## src/rtl/vdec_hs_pkg.sv

```systemverilog
// Shared types and widths for the HS CRC check scheduler.
// State encodings, field widths and the length legality rule.
package vdec_hs_pkg;

    localparam int INFO_W  = 21;
    localparam int CRC_W   = 16;
    localparam int LEN_W   = 5;
    localparam int MAX_LEN = 21;
    localparam int ID_W    = 2;

    typedef enum logic [1:0] {
        ST_IDLE  = 2'd0,
        ST_START = 2'd1,
        ST_WAIT  = 2'd2,
        ST_RESP  = 2'd3
    } state_t;

    function automatic logic len_ok(input logic [LEN_W-1:0] len);
        return (len != '0) && (len <= LEN_W'(MAX_LEN));
    endfunction

endpackage

```

## src/rtl/vdec_hs_rr_arb.sv

```systemverilog
// Round-robin grant: first requester at or after ptr wins.
// Returns one-hot grant, its index, and an any-request flag.
module vdec_hs_rr_arb
    import vdec_hs_pkg::*;
#(
    parameter int NREQ = 4
) (
    input  logic [NREQ-1:0] req,
    input  logic [ID_W-1:0] ptr,
    output logic [NREQ-1:0] gnt,
    output logic [ID_W-1:0] idx,
    output logic            hit
);

    logic [2:0] cand;

    // Scan from the pointer, wrapping at NREQ, and stop at the first hit.
    always_comb begin
        gnt  = '0;
        idx  = '0;
        hit  = 1'b0;
        cand = '0;
        for (int k = 0; k < NREQ; k++) begin
            cand = {1'b0, ptr} + 3'(k);
            if (cand >= 3'(NREQ)) begin
                cand = cand - 3'(NREQ);
            end
            if (!hit && req[cand[ID_W-1:0]]) begin
                hit                  = 1'b1;
                idx                  = cand[ID_W-1:0];
                gnt[cand[ID_W-1:0]] = 1'b1;
            end
        end
    end

endmodule

```

## src/rtl/vdec_hs_crc_sched.sv

```systemverilog
// Schedules CRC checks from NREQ requesters onto one serial engine.
// Optional WAIT watchdog: define VDEC_HS_CRC_SCHED_TIMEOUT_EN.
module vdec_hs_crc_sched
    import vdec_hs_pkg::*;
#(
    parameter int NREQ        = 4,
    parameter int TIMEOUT_CYC = 31
) (
    input  logic                    clk,
    input  logic                    rst_n,
    input  logic [NREQ-1:0]         req_valid,
    output logic [NREQ-1:0]         req_ready,
    input  logic [NREQ*INFO_W-1:0]  req_info_bits,
    input  logic [NREQ*CRC_W-1:0]   req_crc_bits,
    input  logic [NREQ*LEN_W-1:0]   req_info_len,
    output logic                    rsp_valid,
    output logic [ID_W-1:0]         rsp_id,
    output logic                    rsp_match,
    output logic                    rsp_err,
    output logic                    eng_start,
    output logic [INFO_W-1:0]       eng_info_bits,
    output logic [CRC_W-1:0]        eng_crc_bits,
    output logic [LEN_W-1:0]        eng_info_len,
    input  logic                    eng_busy,
    input  logic                    eng_done,
    input  logic                    eng_crc_match
);

    state_t             state_q;
    state_t             state_d;
    logic [ID_W-1:0]    ptr_q;
    logic [NREQ-1:0]    gnt;
    logic [ID_W-1:0]    gidx;
    logic               hit;
    logic               grant;
    logic               wd_hit;
    logic [INFO_W-1:0]  sel_info;
    logic [CRC_W-1:0]   sel_crc;
    logic [LEN_W-1:0]   sel_len;
    logic [INFO_W-1:0]  info_q;
    logic [CRC_W-1:0]   crc_q;
    logic [LEN_W-1:0]   len_q;
    logic [ID_W-1:0]    id_q;
    logic               match_q;
    logic               err_q;

    vdec_hs_rr_arb #(
        .NREQ (NREQ)
    ) u_arb (
        .req (req_valid),
        .ptr (ptr_q),
        .gnt (gnt),
        .idx (gidx),
        .hit (hit)
    );

    assign grant     = (state_q == ST_IDLE) && hit;
    assign req_ready = (grant && rst_n) ? gnt : '0;

    // Route the granted requester's fields to the latch inputs.
    always_comb begin
        sel_info = '0;
        sel_crc  = '0;
        sel_len  = '0;
        for (int i = 0; i < NREQ; i++) begin
            if (gnt[i]) begin
                sel_info = req_info_bits[i*INFO_W +: INFO_W];
                sel_crc  = req_crc_bits[i*CRC_W +: CRC_W];
                sel_len  = req_info_len[i*LEN_W +: LEN_W];
            end
        end
    end

`ifdef VDEC_HS_CRC_SCHED_TIMEOUT_EN
    localparam int CNT_W = $clog2(TIMEOUT_CYC + 1);
    logic [CNT_W-1:0] wd_q;

    assign wd_hit = (state_q == ST_WAIT) && (wd_q == CNT_W'(TIMEOUT_CYC));

    // Count WAIT cycles; cleared whenever the FSM is outside WAIT.
    always_ff @(posedge clk or negedge rst_n) begin
        if (!rst_n) begin
            wd_q <= '0;
        end else if (state_q != ST_WAIT) begin
            wd_q <= '0;
        end else if (!wd_hit) begin
            wd_q <= wd_q + CNT_W'(1);
        end
    end
`else
    assign wd_hit = 1'b0;
`endif

    // FSM state register.
    always_ff @(posedge clk or negedge rst_n) begin
        if (!rst_n) begin
            state_q <= ST_IDLE;
        end else begin
            state_q <= state_d;
        end
    end

    // Next state plus the single-cycle start and response strobes.
    always_comb begin
        state_d   = state_q;
        eng_start = 1'b0;
        rsp_valid = 1'b0;
        unique case (state_q)
            ST_IDLE: begin
                if (hit) begin
                    state_d = len_ok(sel_len) ? ST_START : ST_RESP;
                end
            end
            ST_START: begin
                if (!eng_busy) begin
                    eng_start = 1'b1;
                    state_d   = ST_WAIT;
                end
            end
            ST_WAIT: begin
                if (eng_done || wd_hit) begin
                    state_d = ST_RESP;
                end
            end
            ST_RESP: begin
                rsp_valid = 1'b1;
                state_d   = ST_IDLE;
            end
            default: state_d = ST_IDLE;
        endcase
    end

    // Round-robin pointer moves past each granted requester.
    always_ff @(posedge clk or negedge rst_n) begin
        if (!rst_n) begin
            ptr_q <= '0;
        end else if (grant) begin
            ptr_q <= (gidx == ID_W'(NREQ - 1)) ? '0 : gidx + ID_W'(1);
        end
    end

    // Latch the request on grant; record the outcome in WAIT.
    always_ff @(posedge clk or negedge rst_n) begin
        if (!rst_n) begin
            info_q  <= '0;
            crc_q   <= '0;
            len_q   <= '0;
            id_q    <= '0;
            match_q <= 1'b0;
            err_q   <= 1'b0;
        end else if (grant) begin
            info_q  <= sel_info;
            crc_q   <= sel_crc;
            len_q   <= sel_len;
            id_q    <= gidx;
            match_q <= 1'b0;
            err_q   <= !len_ok(sel_len);
        end else if (state_q == ST_WAIT) begin
            if (eng_done) begin
                match_q <= eng_crc_match;
                err_q   <= 1'b0;
            end else if (wd_hit) begin
                match_q <= 1'b0;
                err_q   <= 1'b1;
            end
        end
    end

    assign eng_info_bits = info_q;
    assign eng_crc_bits  = crc_q;
    assign eng_info_len  = len_q;
    assign rsp_id        = id_q;
    assign rsp_match     = match_q;
    assign rsp_err       = err_q;

endmodule
```

## config.mk

```make
export PLATFORM = sky130hd
export DESIGN_NAME = vdec_hs_crc_sched
export DESIGN_NICKNAME = d
export VERILOG_FILES = /design/src/rtl/vdec_hs_pkg.sv /design/src/rtl/vdec_hs_rr_arb.sv /design/src/rtl/vdec_hs_crc_sched.sv
export SDC_FILE = /design/constraint.sdc
export NUM_CORES = 1
export LEC_CHECK = 0
export ABC_AREA = 0
export BUFFER_PORTS_ARGS = -buffer_cell sky130_fd_sc_hd__buf_2
export CAP_MARGIN = 20
export CORE_ASPECT_RATIO = 1.2
export CORE_MARGIN = 1.5
export CORE_UTILIZATION = 40
export CTS_CLUSTER_SIZE = 20
export DETAILED_ROUTE_END_ITERATION = 7
export GPL_TIMING_DRIVEN = 0
export PLACE_DENSITY_LB_ADDON = 0.3
export SYNTH_ARGS = -nofsm -noshare
export SYNTH_HDL_FRONTEND = slang
export SYNTH_SLANG_ARGS = --single-unit
```

## constraint.sdc

```tcl
create_clock -name clk -period 3.4 [get_ports clk]
set_input_delay 0.34 -clock clk [delete_from_list [all_inputs] [get_ports clk]]
set_output_delay 0.34 -clock clk [all_outputs]
set_load 0.005 [all_outputs]
```

==> flow_metrics.env, run 1 <==
export IMPL_status="completed"
export IMPL_synth_largest_area_cell="dfrtp_1"
export IMPL_rows=38
export IMPL_cp_arrival_ps=3490
export IMPL_ys_seq_area_share_pct=33.52
export IMPL_cts_tree="done"
export IMPL_pin_count=229
export IMPL_synth_area_um2=3732
export IMPL_route_met2_wl_um=7159
export IMPL_worst_r2r_setup_slack_ps=90
export IMPL_tns_ps=0
export IMPL_fin_ws_ps=88.34
export IMPL_multi_input_area_um2=2336
export IMPL_io_buffer_count=228
export IMPL_cts_sinks=50
export IMPL_n_fill_cell=854
export IMPL_r2r_end="rsp_err$_DFFE_PN0P_"
export IMPL_max_freq_mhz=302.0
export IMPL_dr_wl_met3_um=747
export IMPL_dp_hpwl_um=10880
export IMPL_whs_ps=31.69
export IMPL_power_leakage_nw=2.688
export IMPL_drive_gt1_share_pct=46.24
export IMPL_cpMostUsedCell="a221o_1"
export IMPL_dpl_worst_slack_ps=-692.7
export IMPL_die_width_um=91.18
export IMPL_drcViolationCount=0
export IMPL_min_path_type="in2async"
export IMPL_root_buffer="clkbuf_8"
export IMPL_cts_buffer_depth=2
export IMPL_synth_net_count=645
export IMPL_clock_skew_ps=5.802
export IMPL_yosysMostFrequentCell="nand2_1"
export IMPL_synth_commonest_cells="56 x nand2_1, 52 x a21oi_1, 50 x dfrtp_1"
export IMPL_num_vias=4554
export IMPL_synth_area_leaders="dfrtp_1 34%, a21oi_1 7.0%, a221oi_1 6.3%, nand2_1 5.6%, nor3_1 5.4%"
export IMPL_seq_area_um2=1254
export IMPL_die_area_um2=9922
export IMPL_cts_buffers=5
export IMPL_cts_hold_buf=0
export IMPL_grt_max_degree=30
export IMPL_syn_avg_cell_area_um2=8.185
export IMPL_worstSetupPathType="reg2reg"
export IMPL_grt_overflow_total=0
export IMPL_finalNetCount=893
export IMPL_setup_viol=0
export IMPL_syn_instance_count=456
export IMPL_ys_types=47
export IMPL_ant_nets=0
export IMPL_drt_pass1_iter_count=7
export IMPL_initial_core_util_pct=41.32
export IMPL_cpMaxStageDelayCell="dfrtp_2"
export IMPL_die_h_um=108.8
export IMPL_placed_cell_area_um2=5049
export IMPL_wl_met1_um=5612
export IMPL_place_congestion=0.9266
export IMPL_p_per_area_nw_per_um2=1265
export IMPL_max_cap_violations=0
export IMPL_critPathRequiredTime_ps=3580
export IMPL_place_inst=805
export IMPL_hold_violations=0
export IMPL_yosysWarnings=0
export IMPL_diodes=0
export IMPL_cp_max_fo=8
export IMPL_core_um2=9034
export IMPL_synth_seq_cells=50
export IMPL_clock_latency_ps=300
export IMPL_htreeDepth=2
export IMPL_drt_total_wl_um=13840
export IMPL_antenna_found_initial=0
export IMPL_grt_pass1_vias=4281
export IMPL_grt_usage_pct=26.49
export IMPL_post_route_period_util_pct=97.40
export IMPL_clk_pin_slew_ps=90
export IMPL_vias_per_cell=5.520
export IMPL_post_route_min_period_ps=3312
export IMPL_slew_violations=0
export IMPL_top_layer="met4"
export IMPL_grt_pass1_wl_um=20810
export IMPL_slew_headroom_pct=61.22
export IMPL_synthArstFlopShare_pct=100.0
export IMPL_startpoint_type="flip-flop"
export IMPL_synth_top_area_share_pct=33.52
export IMPL_wl_per_cell_um=16.78
export IMPL_first_iter_violations=229
export IMPL_tightestPinTransition_ps=581.8
export IMPL_area_growth_syn_to_layout_pct=44.92
export IMPL_cp_end_kind="flip-flop"
export IMPL_final_cells=825
export IMPL_design_area_um2=5409
export IMPL_r2r_cells=13
export IMPL_crit_chain="buf_8 > inv_6 > ha_4 > buf_6 > mux4_2 > nor4b_4 > nand2_2 > a221o_1 > o22ai_2 > a21oi_2 > a221o_1 > a32oi_2 > o21ai_1"
export IMPL_synth_edff_count=0
export IMPL_max_vdd_ir_drop_uv=691.8
export IMPL_max_stage_delay_ps=440
export IMPL_ys_flop_type="dfrtp_1"
==> power breakdown <==
group	internal [mW]	total, mW	switching [mW]
registers	0.905	1.06	0.151
clock network	0.146	0.339	0.193
logic	2.34	5.45	3.11
total	3.39	6.84	3.46
==> routing by layer <==
layer	vias up	global-route usage [%]
met5	-	0
met4	0	8.482
met3	25	3.347
met2	186	48.99
met1	2178	31.82
li1	2165	-
==> critical path, delay by kind of cell, from the launching register on <==
family                   cells  cell delay, ps
AO/OA/AOI/OAI                6            1270
AND/OR/NAND/NOR              2             540
flip-flops                   1             440
multiplexers                 1             410
buffers and inverters        3             330
adder cells (fa/ha/maj)      1             190
==> cell families after synthesis <==
| kind of cell | synth area share [%] |
|---|---|
| AOI/OAI and AO/OA | 28.70 |
| adders and majority gates | 4.023 |
| xor gates and xnor gates | 0.2347 |
| DFF | 33.52 |
| and+or+nand+nor | 21.45 |
| muxes | 5.263 |
| buffers and inverters | 6.805 |
==> layout by cell type, fill, tap and decap left out, types with 12 or more instances in the layout <==
master | netlist | final
a21oi_1 | 52 | 49
a221oi_1 | 27 | 25
a221oi_2 | 10 | 12
buf_2 | 13 | 236
buf_4 | 2 | 17
dfrtp_1 | 50 | 48
nand2_1 | 56 | 54
nor2_1 | 45 | 45
nor3_1 | 40 | 39
o21ai_1 | 34 | 34
==> worst max-delay path by stage <==
stage / from / to / slack (ps) / cells after the start
detailed placement: flip-flop / eng_crc_bits[2]$_DFFE_PN0P_ / -690 / 15
global route: ptr_q[1]$_DFFE_PN0P_ / rsp_err$_DFFE_PN0P_ / -2 / 13
CTS: flip-flop / req_ready[3] / -20 / 13
global placement: flip-flop / eng_crc_bits[2]$_DFFE_PN0P_ / -620 / 15
floorplan: flip-flop / state_q[1]$_DFFE_PN0P_ / 5 / 14
finish: flip-flop / rsp_err$_DFFE_PN0P_ / 90 / 13
==> cell type report <==
| cell class | count | share of cell area (%) |
|---|---|---|
| clock inverter | 2 | 0.2545 |
| inverter | 8 | 0.6940 |
| timing repair buffer | 243 | 23.55 |
| buffer | 39 | 5.020 |
| sequential | 50 | 23.18 |
| multi-input combinational | 357 | 43.19 |
| tap | 120 | 2.776 |
| clock buffer | 6 | 1.342 |
==> metrics by stage <==
| step | utilization [%] | total power, mW |
|---|---|---|
| floorplan | - | 4.504 |
| global placement | 55.66 | 5.785 |
| detailed placement | 55.89 | 5.929 |
| CTS | 58.48 | 6.593 |
| global route | 59.88 | 7.456 |
| finish | 59.88 | 6.845 |
==> sequential cells by signal (all words and copies together), names as in the netlist, named ones only <==
name / cells
eng_crc_bits: 16
eng_info_bits: 21
eng_info_len: 5
ptr_q: 1
rsp_err: 1
rsp_id: 2
rsp_match: 1
state_q: 2
==> repair_timing <==
item,CTS,global route
gates resized for setup,29,27
pin swaps,5,14
endpoints found under the setup margin,51,47
buffers inserted,7,7
No activity file was read; power rests on OpenSTA's default activity.
==> run 2, diff against run 1 <==
BUFFER_PORTS_ARGS = -buffer_cell sky130_fd_sc_hd__buf_4   (was -buffer_cell sky130_fd_sc_hd__buf_2)
==> run 2 against run 1 <==
  * Clock power up 13%
  * First-iteration DRC count down 11%
  * Highest routed layer unchanged
  * Global-route usage up 1.3 points
  * Cell area up 10%
  * Combinational power up 2%
  * Sequential power about the same
  * Hold slack better by 46 ps
  * Clock skew about the same
==> flow_metrics.env, run 2 (synthesis gave the netlist of run 1 again) <==
export IMPL_max_vdd_ir_drop_uv=573.9
export IMPL_max_cap_violations=0
export IMPL_slew_headroom_pct=54.84
export IMPL_worstReg2RegStart="ptr_q[1]$_DFFE_PN0P_"
export IMPL_max_freq_mhz=303.9
export IMPL_slew_violations=0
export IMPL_drt_pass1_iter_count=4
export IMPL_diodes=0
export IMPL_cp_max_fo=5
export IMPL_r2r_cells=13
export IMPL_cpMaxStageDelayCell="nor4b_4"
export IMPL_cts_sinks=50
export IMPL_cp_end_kind="flip-flop"
export IMPL_worst_r2r_setup_slack_ps=110
export IMPL_finalNetCount=892
export IMPL_die_area_um2=9922
export IMPL_die_h_um=108.8
export IMPL_vias_per_cell=5.570
export IMPL_grt_usage_pct=27.81
export IMPL_io_buffer_count=228
export IMPL_setup_viol=0
export IMPL_largest_reg_flops=21
export IMPL_hold_violations=0
export IMPL_rows=38
export IMPL_grt_pass1_vias=4413
export IMPL_drt_total_wl_um=14370
export IMPL_startpoint_type="flip-flop"
export IMPL_crit_chain="buf_6 > inv_6 > ha_4 > buf_8 > mux4_2 > nor4b_4 > nand2_2 > a221o_1 > o22ai_2 > a21oi_2 > a221o_1 > a32oi_2 > o21ai_1"
export IMPL_critPathTopFamily="compound AO/OA/AOI/OAI gates"
export IMPL_multi_input_area_um2=2311
export IMPL_min_path_type="in2async"
export IMPL_grt_pass1_wl_um=21910
export IMPL_root_buffer="clkbuf_8"
export IMPL_design_area_um2=5957
export IMPL_status="completed"
export IMPL_place_congestion=0.9406
export IMPL_cpMostUsedCell="a221o_1"
export IMPL_clock_latency_ps=300
export IMPL_post_route_period_util_pct=96.77
export IMPL_p_total_mw=7.028
export IMPL_cts_buffers=5
export IMPL_num_vias=4590
export IMPL_seq_area_um2=1254
export IMPL_area_growth_syn_to_layout_pct=59.60
export IMPL_cts_tree="done"
export IMPL_ant_nets=0
export IMPL_post_route_min_period_ps=3290
export IMPL_max_stage_delay_ps=440
export IMPL_htreeDepth=2
export IMPL_critPathRequiredTime_ps=3580
export IMPL_n_fill_cell=792
export IMPL_worstSetupPathType="reg2reg"
export IMPL_drcViolationCount=0
export IMPL_p_per_area_nw_per_um2=1180
export IMPL_crit_buf_inv=3
export IMPL_drive_gt1_share_pct=45.88
export IMPL_tightestPinTransition_ps=677.4
export IMPL_initial_core_util_pct=41.32
export IMPL_pin_count=229
export IMPL_antenna_found_initial=0
export IMPL_grt_overflow_total=0
export IMPL_grt_max_degree=53
export IMPL_dp_hpwl_um=11170
export IMPL_first_iter_violations=203
export IMPL_clock_skew_ps=6.265
export IMPL_cts_buffer_depth=2
export IMPL_whs_ps=77.72
export IMPL_cp_arrival_ps=3470
export IMPL_most_common_layout_cells="247 x buf_4, 53 x nand2_1, 50 x a21oi_1, 48 x dfrtp_1, 45 x nor2_1"
export IMPL_final_common_cell="buf_4"
export IMPL_placed_cell_area_um2=5599
export IMPL_clk_pin_slew_ps=90
export IMPL_power_leakage_nw=2.863
export IMPL_die_width_um=91.18
export IMPL_core_um2=9034
export IMPL_wl_per_cell_um=17.44
export IMPL_r2r_end="rsp_err$_DFFE_PN0P_"
## run 2: cell count changes in the layout (fill, tap and decap cells not counted), moves of 2 or more
| cell | change |
|---|---|
| a221oi_1 | +2 |
| a221oi_2 | -2 |
| buf_2 | -228 |
| buf_4 | +230 |
| buf_6 | -2 |
| clkbuf_1 | -2 |
| clkbuf_8 | +2 |
## run 2: where the power goes
group	switching, mW	internal [mW]	total [mW]
Clock	0.195	0.187	0.382
Combinational	3.08	2.49	5.57
Sequential	0.170	0.906	1.08
## run 2: stage by stage
step,setup slack (ps),util [%],setup TNS (ps),cells
finish,109.9,65.94,0,824
global route,-16.75,65.94,-16.75,824
CTS,2.502,64.75,0,816
detailed placement,-661.4,61.98,-24450,804
global placement,-589.5,61.98,-20300,804
floorplan,4.881,-,0,456
## run 2: what timing repair did
action | CTS | global route
setup buffers | 6 | 9
pin swaps | 11 | 12
hold buffers | 0 | 0
resized for setup | 28 | 25
endpoints found under the setup margin | 51 | 48
## run 2: worst reg2reg max path: stages, from the launching register on
cell and delay [ps]:
dfrtp_2 430, buf_6 140, inv_6 60, ha_4 190
buf_8 120, mux4_2 390, nor4b_4 440, nand2_2 120
a221o_1 390, o22ai_2 150, a21oi_2 70, a221o_1 340
a32oi_2 210, o21ai_1 100
## run 2: final cells by class
| type | instances | area share (%) |
|---|---|---|
| Buffer | 38 | 4.516 |
| Clock buffer | 7 | 1.617 |
| Clock inverter | 1 | 0.1470 |
| Inverter | 8 | 0.6721 |
| Multi-Input combinational cell | 357 | 38.79 |
| Sequential cell | 50 | 21.05 |
| Tap cell | 120 | 2.520 |
| Timing Repair Buffer | 243 | 30.69 |
## run 2: worst max-delay path by stage
stage,cells after the start,end,start
after floorplan,14,state_q[1]$_DFFE_PN0P_,flip-flop
after global placement,15,eng_crc_bits[2]$_DFFE_PN0P_,flip-flop
after detailed placement,15,eng_crc_bits[2]$_DFFE_PN0P_,flip-flop
after CTS,16,eng_info_bits[9]$_DFFE_PN0P_,flip-flop
after global routing,13,rsp_err$_DFFE_PN0P_,flip-flop
final,13,rsp_err$_DFFE_PN0P_,ptr_q[1]$_DFFE_PN0P_
## run 2: layer usage
metal,vias to the layer above,GRT usage (%),part of all wire (%)
li1,2167,-,-
met5,-,0,0
met4,0,11.05,3.5
met1,2199,32.67,39
met3,34,5.858,6.8
met2,190,49.52,51
==> run 3, diff against run 2 <==
CORE_MARGIN = 2   (was 1.5)
CTS_BUF_LIST = sky130_fd_sc_hd__clkbuf_16   (was default)
CTS_CLUSTER_DIAMETER = 120   (was default)
==> run 3 against run 2 <==
  * Setup slack improved by 19 ps
  * Sequential share of layout area down 0.39 points
  * Final cell count stayed put
  * Die area increased by 2.0%
  * Combinational power up 3%
  * Via count grew 2.7%
  * Flip-flop and latch count unchanged
  * First-iteration DRC count up 41%
  * Cell area up 1.9%
  * Count of clock-buffer cells in the layout fell by 2
  * Hold slack improved by 24 ps
  * Largest power group unchanged
==> flow_metrics.env, run 3 (synthesis gave the netlist of run 1 again) <==
export IMPL_status="completed"
export IMPL_drive_gt1_share_pct=46.88
export IMPL_hold_violations=0
export IMPL_drt_pass1_iter_count=5
export IMPL_die_h_um=109.8
export IMPL_critPathRequiredTime_ps=3570
export IMPL_min_path_type="in2async"
export IMPL_final_common_cell="buf_4"
export IMPL_drt_total_wl_um=15240
export IMPL_diodes=0
export IMPL_most_common_layout_cells="247 x buf_4, 53 x nand2_1, 49 x a21oi_1, 48 x dfrtp_1, 45 x nor2_1"
export IMPL_grt_usage_pct=28.35
export IMPL_power_leakage_nw=2.909
export IMPL_finalNetCount=892
export IMPL_p_total_mw=7.352
export IMPL_max_vdd_ir_drop_uv=655.8
export IMPL_antenna_found_initial=0
export IMPL_area_growth_syn_to_layout_pct=62.59
export IMPL_startpoint_type="flip-flop"
export IMPL_htreeDepth=2
export IMPL_clock_latency_ps=280
export IMPL_cts_sinks=50
export IMPL_grt_pass1_vias=4474
export IMPL_power_frac_seq_pct=14.7
export IMPL_p_sw_mw=3.565
export IMPL_die_width_um=92.18
export IMPL_dpl_worst_slack_ps=-662.8
export IMPL_post_route_min_period_ps=3271
export IMPL_p_per_area_nw_per_um2=1212
export IMPL_worstSetupPathType="reg2reg"
export IMPL_max_cap_violations=0
export IMPL_switching_share_pct=48.49
export IMPL_grt_pass1_wl_um=22860
export IMPL_rows=38
export IMPL_tns_ps=0
export IMPL_initial_core_util_pct=41.10
export IMPL_grt_overflow_total=0
export IMPL_p_comb_share_pct=77.8
export IMPL_final_cells=824
export IMPL_cp_end_kind="flip-flop"
export IMPL_grt_max_degree=53
export IMPL_slew_headroom_pct=54.57
export IMPL_io_buffer_count=228
export IMPL_num_vias=4712
export IMPL_clock_skew_ps=7.036
export IMPL_first_iter_violations=287
export IMPL_clk_pin_slew_ps=70
export IMPL_fin_ws_ps=129.1
export IMPL_place_congestion=0.9251
export IMPL_tightestPinTransition_ps=681.5
export IMPL_drcViolationCount=0
export IMPL_cp_max_fo=7
export IMPL_p_int_mw=3.787
export IMPL_cts_tree="done"
export IMPL_slew_violations=0
export IMPL_cts_buffer_depth=2
export IMPL_pin_count=229
export IMPL_place_inst=804
export IMPL_setup_viol=0
export IMPL_clock_power_share_pct=7.5
export IMPL_cp_arrival_ps=3440
export IMPL_cts_buffers=5
export IMPL_core_um2=9081
export IMPL_post_route_period_util_pct=96.20
export IMPL_ant_nets=0
export IMPL_largest_reg_flops=21
export IMPL_dp_hpwl_um=11480
export IMPL_max_freq_mhz=305.7
export IMPL_vias_per_cell=5.718
export IMPL_cts_hold_buf=0
export IMPL_die_area_um2=10120
export IMPL_root_buffer="clkbuf_16"
export IMPL_n_fill_cell=780
export IMPL_wl_per_cell_um=18.50
## run 3: cell count changes in the layout (fill, tap and decap cells not counted), sizes merged
cell,before,now
bufinv,0,1
clkinv,1,0
inv,8,10
clkbuf,24,20
mux4,4,5
buf,264,265
## run 3: stage by stage
| step | utilization [%] | hold slack (ps) | cell area [um^2] |
|---|---|---|---|
| global placement | 61.66 | 421.4 | 5599 |
| detailed placement | 61.66 | 429.3 | 5599 |
| CTS | 65.31 | 124.5 | 5931 |
| floorplan | - | 44.41 | 3737 |
| global route | 66.82 | 148.1 | 6068 |
| finish | 66.82 | 101.6 | 6068 |
## run 3: path summary, 6_finish.rpt
check                                             startpoint                       endpoint  slack [ps]  cells after the start
max in group asynchronous                              rst_n           ptr_q[1]$_DFFE_PN0P_        2820                      1
worst max-delay path                    ptr_q[1]$_DFFE_PN0P_            rsp_err$_DFFE_PN0P_         130                     13
min in group clk                            req_crc_bits[51]    eng_crc_bits[3]$_DFFE_PN0P_         320                      3
worst max register to register          ptr_q[1]$_DFFE_PN0P_            rsp_err$_DFFE_PN0P_         130                     13
worst min register to register  eng_crc_bits[10]$_DFFE_PN0P_   eng_crc_bits[10]$_DFFE_PN0P_         490                      2
worst min-delay path                                   rst_n  eng_info_bits[11]$_DFFE_PN0P_         100                      1
## run 3: critical path, stage by stage, from the launching register on
cell and delay [ps]:
dfrtp_2 430, buf_6 150, inv_4 70, ha_4 200, buf_8 120, mux4_2 390
nor4b_4 430, nand2_2 120, a221o_1 420, o22ai_2 140, a21oi_2 70, a221o_1 330
a32oi_2 190, o21ai_1 80
## run 3: power groups by stage
stage	clock network [mW]	logic, mW	registers (mW)
detailed placement	0	5.04	1.09
finish	0.553	5.72	1.08
floorplan	0	3.42	1.08
global placement	0	4.91	1.08
CTS	0.564	5.39	1.08
global route	0.599	6.23	1.11
## run 3: timing repair
| action | CTS | global route |
|---|---|---|
| pin swaps | 5 | 8 |
| gates resized for setup | 29 | 37 |
| endpoints found under the setup margin | 51 | 47 |
| buffers inserted | 5 | 8 |
| cloned | 1 | 0 |
| hold endpoints to repair | 0 | 0 |
## run 3: cell type report
class | count | area (um^2) | area share, %
Buffer | 39 | 272.8 | 4.495
Clock buffer | 5 | 125.1 | 2.062
Clock inverter | 3 | 37.54 | 0.6186
Inverter | 8 | 37.54 | 0.6186
Multi-Input combinational cell | 358 | 2382 | 39.26
Sequential cell | 50 | 1254 | 20.66
Tap cell | 120 | 150.1 | 2.474
Timing Repair Buffer | 241 | 1809 | 29.81
## run 3: layer usage
| layer | track usage (%) | vias up | part of all wire [%] |
|---|---|---|---|
| li1 | - | 2175 | - |
| met1 | 35.21 | 2243 | 39 |
| met2 | 49.74 | 258 | 51 |
| met3 | 4.524 | 36 | 7.0 |
| met4 | 10.87 | 0 | 3.6 |
| met5 | 0 | - | 0 |
